`config.mk`:
```
export PLATFORM = sky130hd
export DESIGN_NAME = fighter_anim_fsm
export DESIGN_NICKNAME = d
export VERILOG_FILES = /design/src/rtl/fighter_pkg.sv /design/src/rtl/fighter_anim_fsm_xpos.sv /design/src/rtl/fighter_anim_fsm.sv
export SDC_FILE = /design/constraint.sdc
export NUM_CORES = 1
export LEC_CHECK = 0
export ABC_AREA = 1
export BUFFER_PORTS_ARGS = -buffer_cell sky130_fd_sc_hd__buf_2
export CAP_MARGIN = 20
export CORE_AREA = 2 2 58 115
export DETAILED_ROUTE_END_ITERATION = 6
export DIE_AREA = 0 0 60 117
export GPL_TIMING_DRIVEN = 0
export PLACE_DENSITY = 0.68
export SLEW_MARGIN = 0
export SYNTH_ARGS = -nofsm -noshare
export SYNTH_HDL_FRONTEND = slang
export SYNTH_HIERARCHICAL = 1
export SYNTH_SLANG_ARGS = --single-unit
```
`constraint.sdc`:
```
create_clock -name Clk -period 11.15 [get_ports Clk]
set_input_delay 0.5575 -clock Clk [delete_from_list [all_inputs] [get_ports Clk]]
set_output_delay 0.5575 -clock Clk [all_outputs]
set_load 0.02 [all_outputs]
```
`src/rtl/fighter_pkg.sv`:
```
`default_nettype none
// ============================================================================
// Module   : fighter_pkg
// Purpose  : Shared fighter-state encoding, keycode constants and small
//            helpers used by the animation FSM and its position register.
// Revision : 1.0 - initial release
// ============================================================================
package fighter_pkg;

  // Fixed ordering: hit detection, sprite ROM select and the enemy AI all
  // decode these numeric values directly, so never reorder.
  typedef enum logic [6:0] {
    STAND = 7'd0, FIGHT, WALK, RUN, PUNCH, KICK, VICTORY, DEATH, REVERENCE,
    SWITCH0_0, SWITCH0_1, SWITCH0_2, SWITCH0_3, SWITCH0_4,
    SWITCH1_0, SWITCH1_1, SWITCH1_2, SWITCH1_3, SWITCH1_4,
    WALK1, WALK2, WALK3, WALK4, WALK5, WALK6, WALK7, WALK8, WALK9,
    RUN1, RUN2, RUN3, RUN4, RUN5, RUN6, RUN7, RUN8, RUN9,
    REVERENCE1, REVERENCE2, REVERENCE3, REVERENCE4, REVERENCE5,
    PUNCH1, PUNCH2, PUNCH3, PUNCH4, PUNCH5,
    PUNCH6, PUNCH7, PUNCH8, PUNCH9, PUNCH10,
    KICK1, KICK2, KICK3, KICK4,
    VICTORY1,
    DEATH1, DEATH2, DEATH3, DEATH4
  } fighter_state_t;

  localparam logic [7:0] KEY_FWD   = 8'h04;
  localparam logic [7:0] KEY_BACK  = 8'h07;
  localparam logic [7:0] KEY_STAND = 8'h54;
  localparam logic [7:0] KEY_FIGHT = 8'h55;
  localparam logic [7:0] KEY_PUNCH = 8'h56;
  localparam logic [7:0] KEY_KICK  = 8'h57;
  localparam logic [7:0] KEY_BOW   = 8'h58;

  // States belonging to a sequence that must run to completion.
  function automatic logic is_busy(input fighter_state_t s);
    return s inside {[SWITCH0_0:SWITCH1_4], [PUNCH1:PUNCH5], PUNCH,
                     [KICK1:KICK4], KICK, [REVERENCE1:REVERENCE5],
                     [DEATH1:DEATH3]};
  endfunction

  // Successor of a busy state. The attack chains splice the shared
  // PUNCH/KICK impact frame into the middle of their numbered frames.
  function automatic fighter_state_t chain_next(input fighter_state_t s);
    case (s)
      SWITCH0_4:  return FIGHT;
      SWITCH1_4:  return STAND;
      PUNCH2:     return PUNCH;
      PUNCH:      return PUNCH3;
      PUNCH5:     return FIGHT;
      KICK2:      return KICK;
      KICK:       return KICK3;
      KICK4:      return FIGHT;
      REVERENCE5: return REVERENCE;
      default:    return fighter_state_t'(s + 7'd1);
    endcase
  endfunction

  // Signed displacement: +mag when moving toward larger X, else -mag.
  function automatic logic signed [10:0] signed_step(input logic pos,
                                                     input logic signed [10:0] mag);
    return pos ? mag : -mag;
  endfunction

endpackage
`default_nettype wire

```
`src/rtl/fighter_anim_fsm_xpos.sv`:
```
`default_nettype none
// ============================================================================
// Module   : fighter_xpos
// Purpose  : Horizontal position register. When loaded it adds a signed step
//            and clamps the result to [X_MIN, X_MAX].
// Revision : 1.0 - initial release
// ============================================================================
module fighter_xpos #(
  parameter int X_INIT = 100,
  parameter int X_MIN  = 16,
  parameter int X_MAX  = 600
) (
  input  logic               Clk,
  input  logic               Reset,
  input  logic               ld_i,
  input  logic signed [10:0] step_i,
  output logic [9:0]         x_o
);

  localparam logic signed [10:0] C_MIN = 11'(X_MIN);
  localparam logic signed [10:0] C_MAX = 11'(X_MAX);

  logic [9:0]         x_q;
  logic [9:0]         x_d;
  logic signed [10:0] w_sum;
  logic signed [10:0] w_clamp;

  // Signed sum and clamp; at a limit the position simply holds.
  always_comb begin
    w_sum   = $signed({1'b0, x_q}) + step_i;
    w_clamp = (w_sum < C_MIN) ? C_MIN : ((w_sum > C_MAX) ? C_MAX : w_sum);
    x_d     = ld_i ? 10'(w_clamp) : x_q;
  end

  // Position register with synchronous reset to the spawn point.
  always_ff @(posedge Clk) begin
    if (Reset) begin
      x_q <= 10'(X_INIT);
    end else begin
      x_q <= x_d;
    end
  end

  assign x_o = x_q;

endmodule
`default_nettype wire

```
`src/rtl/fighter_anim_fsm.sv`:
```
`default_nettype none
// ============================================================================
// Module   : fighter_anim_fsm
// Purpose  : Converts a fighter's keycode stream into its animation state
//            code and X position, advancing one frame per frame_tick.
// Revision : 1.0 - initial release
// ============================================================================
module fighter_anim_fsm
  import fighter_pkg::*;
#(
  parameter int X_INIT    = 100,
  parameter int X_MIN     = 16,
  parameter int X_MAX     = 600,
  parameter bit FACE_LEFT = 1'b0,
  parameter int WALK_STEP = 4,
  parameter int RUN_STEP  = 8
) (
  input  logic       Clk,
  input  logic       Reset,
  input  logic       frame_tick,
  input  logic [7:0] keycode,
  input  logic       death_in,
  input  logic       victory_in,
  output logic [6:0] state,
  output logic [9:0] x_pos,
  output logic       busy,
  output logic       impact
);

  localparam logic signed [10:0] C_WALK = 11'(WALK_STEP);
  localparam logic signed [10:0] C_RUN  = 11'(RUN_STEP);

  fighter_state_t     state_q, state_d;
  logic               dir_q, dir_d;          // 1: latched walk moves toward +X
  logic               death_pend_q, death_pend_d;
  logic               vic_pend_q, vic_pend_d;
  logic               w_death_eff, w_vic_eff;
  logic               w_busy;
  logic               w_key_dir, w_key_pos;
  logic               w_x_ld;
  logic signed [10:0] w_x_step;

  assign w_busy      = is_busy(state_q);
  // A request arriving on the tick cycle itself is acted on at that tick.
  assign w_death_eff = death_pend_q | death_in;
  assign w_vic_eff   = vic_pend_q | victory_in;
  assign w_key_dir   = (keycode == KEY_FWD) || (keycode == KEY_BACK);
  // Forward means -X for a left-facing fighter.
  assign w_key_pos   = (keycode == KEY_FWD) ^ FACE_LEFT;

  // Request latches: every tick consumes death; victory is consumed on any
  // tick where no sequence is running, and a death request discards it.
  assign death_pend_d = frame_tick ? 1'b0 : w_death_eff;
  assign vic_pend_d   = (w_death_eff || (frame_tick && !w_busy)) ? 1'b0 : w_vic_eff;

  // Next-state and position-step decode, evaluated only on a frame tick.
  always_comb begin
    state_d  = state_q;
    dir_d    = dir_q;
    w_x_ld   = 1'b0;
    w_x_step = '0;
    if (frame_tick) begin
      if (state_q inside {DEATH1, DEATH2, DEATH3}) begin
        state_d = fighter_state_t'(state_q + 7'd1);
      end else if (state_q == DEATH4) begin
        state_d = DEATH4;
      end else if (w_death_eff) begin
        state_d = DEATH1;
      end else if (w_busy) begin
        state_d = chain_next(state_q);
      end else if (state_q inside {VICTORY1, VICTORY}) begin
        state_d = VICTORY;
      end else if (w_vic_eff) begin
        state_d = VICTORY1;
      end else if (state_q == STAND) begin
        if (keycode == KEY_FIGHT) begin
          state_d = SWITCH0_0;
        end else if (keycode == KEY_BOW) begin
          state_d = REVERENCE1;
        end else if (keycode == KEY_FWD) begin
          state_d  = RUN1;
          w_x_ld   = 1'b1;
          w_x_step = signed_step(!FACE_LEFT, C_RUN);
        end
      end else if (state_q == FIGHT) begin
        if (keycode == KEY_STAND) begin
          state_d = SWITCH1_0;
        end else if (keycode == KEY_PUNCH) begin
          state_d = PUNCH1;
        end else if (keycode == KEY_KICK) begin
          state_d = KICK1;
        end else if (w_key_dir) begin
          state_d  = WALK1;
          dir_d    = w_key_pos;
          w_x_ld   = 1'b1;
          w_x_step = signed_step(w_key_pos, C_WALK);
        end
      end else if (state_q inside {[WALK1:WALK9]}) begin
        if (w_key_dir) begin
          w_x_ld = 1'b1;
          if (state_q == WALK9) begin
            state_d  = WALK1;
            dir_d    = w_key_pos;
            w_x_step = signed_step(w_key_pos, C_WALK);
          end else begin
            state_d  = fighter_state_t'(state_q + 7'd1);
            w_x_step = signed_step(dir_q, C_WALK);
          end
        end else begin
          state_d = FIGHT;
        end
      end else if (state_q inside {[RUN1:RUN9]}) begin
        if (keycode == KEY_FWD) begin
          state_d  = (state_q == RUN9) ? RUN1 : fighter_state_t'(state_q + 7'd1);
          w_x_ld   = 1'b1;
          w_x_step = signed_step(!FACE_LEFT, C_RUN);
        end else begin
          state_d = STAND;
        end
      end else if (state_q == REVERENCE) begin
        state_d = (keycode == KEY_BOW) ? REVERENCE : STAND;
      end else begin
        // Reserved codes recover to the guard pose.
        state_d = FIGHT;
      end
    end
  end

  // State, walk direction and request latches.
  always_ff @(posedge Clk) begin
    if (Reset) begin
      state_q      <= STAND;
      dir_q        <= 1'b0;
      death_pend_q <= 1'b0;
      vic_pend_q   <= 1'b0;
    end else begin
      state_q      <= state_d;
      dir_q        <= dir_d;
      death_pend_q <= death_pend_d;
      vic_pend_q   <= vic_pend_d;
    end
  end

  fighter_xpos #(
    .X_INIT (X_INIT),
    .X_MIN  (X_MIN),
    .X_MAX  (X_MAX)
  ) u_xpos (
    .Clk    (Clk),
    .Reset  (Reset),
    .ld_i   (w_x_ld),
    .step_i (w_x_step),
    .x_o    (x_pos)
  );

  assign state  = state_q;
  assign busy   = w_busy;
  assign impact = (state_q == PUNCH) || (state_q == KICK);

endmodule
`default_nettype wire

```
# ---- Word-level counts from Yosys, hierarchy flattened
# Index checks and enable logic that the tools add are counted.
# W data, S select, Z words.
dict set report classes {
  addsub 2
  magnitude_cmp 16
  eq_ne 31
  n_mux 74
  bitwise 9
  reduce_logical 25
}
# operator count
set ops {}
lappend ops {{$mux W11} 18}
lappend ops {{$mux W7} 21}
lappend ops {{$eq A7 B6 Y1 const B} 11}
lappend ops {{$pmux W7 S7} 1}
lappend ops {{$eq A8 B7 Y1 const B} 5}
lappend ops {{$le A7 B6 Y1 const B} 5}
lappend ops {{$ge A7 B6 Y1 const B} 4}
lappend ops {{$mux W1} 26}
lappend ops {{$mux W4} 6}
lappend ops {{$eq A7 B3 Y1 const B} 3}
lappend ops {{$mux W10} 2}
lappend ops {{$eq A8 B3 Y1 const B} 2}
lappend ops {{$reduce_and A15 Y1} 1}
lappend ops {{$eq A7 B4 Y1 const B} 2}
lappend ops {{$eq A7 B5 Y1 const B} 2}
lappend ops {{$ge A7 B5 Y1 const B} 2}
lappend ops {{$le A7 B5 Y1 const B} 2}
lappend ops {{$ne A12 B9 Y1 const B} 1}
lappend ops {{$add A11 B11 Y11} 1}
lappend ops {{$gt A11 B11 Y1 const B} 1}
lappend ops {{$lt A11 B6 Y1 const B} 1}
lappend ops {{$ne A10 B8 Y1 const B} 1}
lappend ops {{$logic_and A1 B1 Y1} 8}
lappend ops {{$reduce_bool A2 Y1} 4}
lappend ops {{other kinds (14)} 27}
dict set report word_totals {
  reg_bits 20
  input_bits 13
}

# ---- Longest topological paths before layout
dict set report logic_depth {
  word_depth 19
  depth_mapped 28
}

# ---- Hierarchy
# The synthesis kept the hierarchy.
# module instances cells_per_inst area_each_um2
set by_module_without_submodules {}
lappend by_module_without_submodules {fighter_anim_fsm 1 323 1829.3}
lappend by_module_without_submodules {fighter_xpos 1 194 1147.4}

# ---- Least setup slack after synthesis
# Ideal clock, no wire load.
dict set report synth_timing {
  path_kind {register to register}
  startpoint {register state_q[0], in the netlist state[0]}
  endpoint {register u_xpos.x_q[2], in the netlist u_xpos/x_o[2]}
  setup_ns 0.120
  arrival_ns 3.704
  required_ns 11.030
  setup_slack_ns 7.326
  stages_incl_launch_ff 23
  period_less_slack_ns 3.824
  path_cell_list {dfxtp_1 clkinv_1 ha_1 nand2_1 a21oi_2 inv_2 nand4_2 nor2_4 nand2_1 nor3_1 ha_1 nand2_1 inv_1 a21oi_2 nand2_2 nand2_2 nand2_2 nor2_4 nand3_2 nand2_2 inv_2 nand2_1 o21ai_1}
}
dict set report synth_between {
  elab_chain_len 17
  word_cells_on_any_way 64
}
# element line
set synth_lines {}
lappend synth_lines {{from (decl)} fighter_anim_fsm.sv:33} ;# fighter_state_t state_q, state_d;
lappend synth_lines {{from (signal assigned)} fighter_anim_fsm.sv:137} ;# state_q <= state_d;
lappend synth_lines {{parallel branches: the longest is 11 deep, another holds $ge A7 B5 Y1} --}
lappend synth_lines {{$mux W11 (*)} fighter_anim_fsm.sv:63} ;# if (state_q inside {DEATH1, DEATH2, DEATH3}) begin
lappend synth_lines {{$mux W11 (*)} fighter_anim_fsm.sv:62} ;# if (frame_tick) begin
lappend synth_lines {{named net w_x_step[10]} fighter_anim_fsm.sv:41} ;# logic signed [10:0] w_x_step;
lappend synth_lines {{$add A11 B11 Y11 (*)} fighter_anim_fsm_xpos.sv:30} ;# w_sum = $signed({1'b0, x_q}) + step_i;
lappend synth_lines {{$gt A11 B11 Y1} fighter_anim_fsm_xpos.sv:31} ;# w_clamp = (w_sum < C_MIN) ? C_MIN : ((w_sum > C_MAX) ? C_MAX : w_sum);
lappend synth_lines {{$mux W10} fighter_anim_fsm_xpos.sv:31}
lappend synth_lines {{$mux W10 (*)} fighter_anim_fsm_xpos.sv:31}
lappend synth_lines {{to (signal assigned)} fighter_anim_fsm_xpos.sv:38} ;# x_q <= 10'(X_INIT);
lappend synth_lines {{to (decl)} fighter_anim_fsm_xpos.sv:23} ;# logic [9:0] x_q;
# Mark *: on every way through the listed nets, which the timed path passes.
# A chain may end at the register's enable or synchronous reset.

# ---- Final worst setup path
dict set report layout_timing {
  startpoint {register state_q[1], in the netlist state[1]}
  endpoint {register u_xpos.x_q[5], in the netlist u_xpos/x_o[5]}
}
# Same word-level chain as after synthesis.

==> metrics.txt <==
clk sinks=20; commonest cells after routing, fill and taps aside=nand2_1 (150), inv_1 (73), nor2_1 (48), nand3_1 (36), buf_2 (31); pwr/cell area=94.2 nW/um^2; Reg2Reg Setup Slack=6.55 ns; wire length per cell=12.4 um; Hold Path End=dir_q; final setup fails=0; GP Congestion=0.942; mapped cell area=2980 um^2; Slew headroom=30.7%; Inst Count DP=636; Bufs on Longest Clock Path=2; Setup Skew=0.00155 ns; type of destination of the critical path=flop; final-stage net count=583; Core Util, Final=54.0%; Yosys top cell area share=18.9%; status=complete, no violations; total CTS buffers=3; Worst EP arrival=4.73 ns; CP required=11.29 ns; clock slew at reported path FFs=0.06 ns; path depth of the worst reg2reg path=21; Async SR Flop Fraction=0%; PortBufs=31; Hold Path Depth=2; fillcell total=674; post-layout minimum cycle time=4.60 ns; fmax=218 MHz; WS Path Type=reg -> reg; Mapped Cells=517; Top FF cell, synth=dfxtp_1; drc violations=0; drt via density=5.12; unique cell type count in the Yosys netlist=47; total core area=6210 um^2; Via Count=3274; min-delay worst type=reg -> reg; max-cap violations=0; actual slew at the worst max-slew pin=1.03 ns; RSZ-0062 raised after global routing=false; maximum vdd ir drop=0.0750 mV; Post-synth EDFFs=0; P_leak=1.72 nW; Initial Util=48.0%; CTS tree=built; die area=7020 um^2; first-pass GRT wire length=13400 um; vias in the first global route=2990; drt total wl=7930 um; Core Rows=41; IO Pins=32; min-delay src=dir_q; RR Startpoint=state[1]; post-route worst setup slack=6.55 ns; area grow syn2layout=12.6%; # diodes=0; Final ANT Viol Nets=0; largest net degree at the start of global routing=13; clock root cell=clkbuf_16; initial antenna violation count=0; number of cells upsized or downsized after cts=0; HPWL after detailed placement=6590 um; #FFs+latches synth=20; Ys Warns=6; CTS Hold Buffers Added=0; Final Max Slew Viols=0; dpl ws=6.58 ns; Worst-Skew Late Latency=0.25 ns; initial detailed-routing violation count=204; share of layout cells above drive strength 1=19.0%; post-route setup TNS=0 ns; Seq/Total Area, Yosys=13.5%; total track usage=24.0%; area leader, netlist=nand2_1; capturing point of the worst reg2reg path=u_xpos/x_o[5]; H-Tree Depth=1; DRT Pass-1 Iters=5; CP Max Fanout=10; syn avg cell area=5.76 um^2; Area contributors post-synth=nand2_1 (19%), dfxtp_1 (13%), inv_1 (9.2%); die width=60 um; number of setup buffers added after CTS=0; Die Y=117 um; commonest non-fill, non-tap cell in the layout=nand2_1; period utilization=41.2%; Final Hold Fails=0; GRT overflow=0; CP Launch Type=flop; fin cells=640
==> report_power, final <==
| group | internal (mW) | switching, mW | leakage (nW) |
|---|---|---|---|
| Clock | 0.0711 | 0.0258 | 0.0511 |
| Sequential | 0.0751 | 0.00469 | 0.163 |
| Combinational | 0.0441 | 0.0949 | 1.51 |
| Total | 0.190 | 0.125 | 1.72 |
==> metrics by stage <==
step	cell area [um^2]	power, mW	hold slack (ns)
global route	3350	0.336	0.474
detailed placement	3250	0.218	0.447
finish	3350	0.316	0.456
global placement	3250	0.218	0.443
floorplan	2980	0.185	0.424
CTS	3350	0.315	0.458
==> worst max path at each step <==
| stage | cells past startpoint | startpoint | endpoint |
|---|---|---|---|
| floorplan | 22 | state[0] | u_xpos/x_o[2] |
| global placement | 21 | state[1] | u_xpos/x_o[2] |
| detailed placement | 21 | state[1] | u_xpos/x_o[2] |
| CTS | 21 | state[1] | u_xpos/x_o[2] |
| global route | 23 | state[1] | u_xpos/x_o[3] |
| finish | 21 | state[1] | u_xpos/x_o[5] |
==> cells in the mapped netlist, types with 2 or more instances <==
cell / instances
nand2_2: 8
xor2_1: 3
nand2_4: 3
nor2_1: 48
nor2_4: 10
nor3_4: 3
buf_6: 3
o21ai_0: 16
nor2_2: 7
dfxtp_1: 20
a21oi_1: 26
nand3_1: 36
inv_1: 73
o2111ai_1: 4
nand3_2: 4
inv_2: 17
nand4_1: 13
nand2_1: 150
clkinv_1: 4
o21ai_2: 2
nor3_1: 10
a31oi_1: 8
a21oi_2: 3
o21ai_1: 10
ha_1: 14
==> critical path: stages, from the launching register on <==
cell and delay [ns]:
dfxtp_1 0.59, ha_1 0.39, nand2_1 0.15, nor2_2 0.25, nor2_1 0.12, nor2_4 0.19, a31oi_1 0.10, a211o_1 0.28
nor3_1 0.80, ha_1 0.44, nand2_1 0.10, nand2_1 0.08, a21oi_1 0.18, nand2_1 0.08, nand2_1 0.05, nand2_1 0.11
nor2_4 0.13, nand3_2 0.15, nand2_2 0.11, inv_2 0.05, nand2_1 0.08, o21ai_1 0.06
==> final cells by class <==
| cell class | instances | area, um^2 | share of cell area (%) |
|---|---|---|---|
| Buffer | 5 | 45.0 | 1.34 |
| Clock buffer | 3 | 75.1 | 2.24 |
| Clock inverter | 1 | 30.0 | 0.896 |
| Inverter | 95 | 359 | 10.7 |
| Multi-Input combinational cell | 399 | 2180 | 65.0 |
| Sequential cell | 20 | 400 | 11.9 |
| Tap cell | 86 | 108 | 3.21 |
| Timing Repair Buffer | 31 | 155 | 4.63 |
==> routing by layer <==
metal | wire length [um] | track usage (%)
met4 | 125 | 4.30
met2 | 3760 | 40.5
met3 | 357 | 2.42
met5 | 0 | 0
met1 | 3700 | 32.9
==> registers in the layout, summed over array words and instances, names as in the netlist <==
signal        cells
dir_q             1
state             7
u_xpos/x_o       10
death_pend_q      1
vic_pend_q        1
==> kinds of logic (layout without fill, tap and decap cells) <==
group / count (synthesis) / count (layout) / share of synthesized area, %
AND/OR/NAND/NOR: 300 / 300 / 49.5
buffers and inverters: 100 / 135 / 13.6
AO/OA/AOI/OAI: 78 / 78 / 15.9
flip-flops: 20 / 20 / 13.5
adder cells (fa/ha/maj): 15 / 15 / 6.56
XOR/XNOR: 3 / 3 / 0.883
other: 1 / 3 / 0.126
Note: power is estimated with default switching activity, not from simulation.
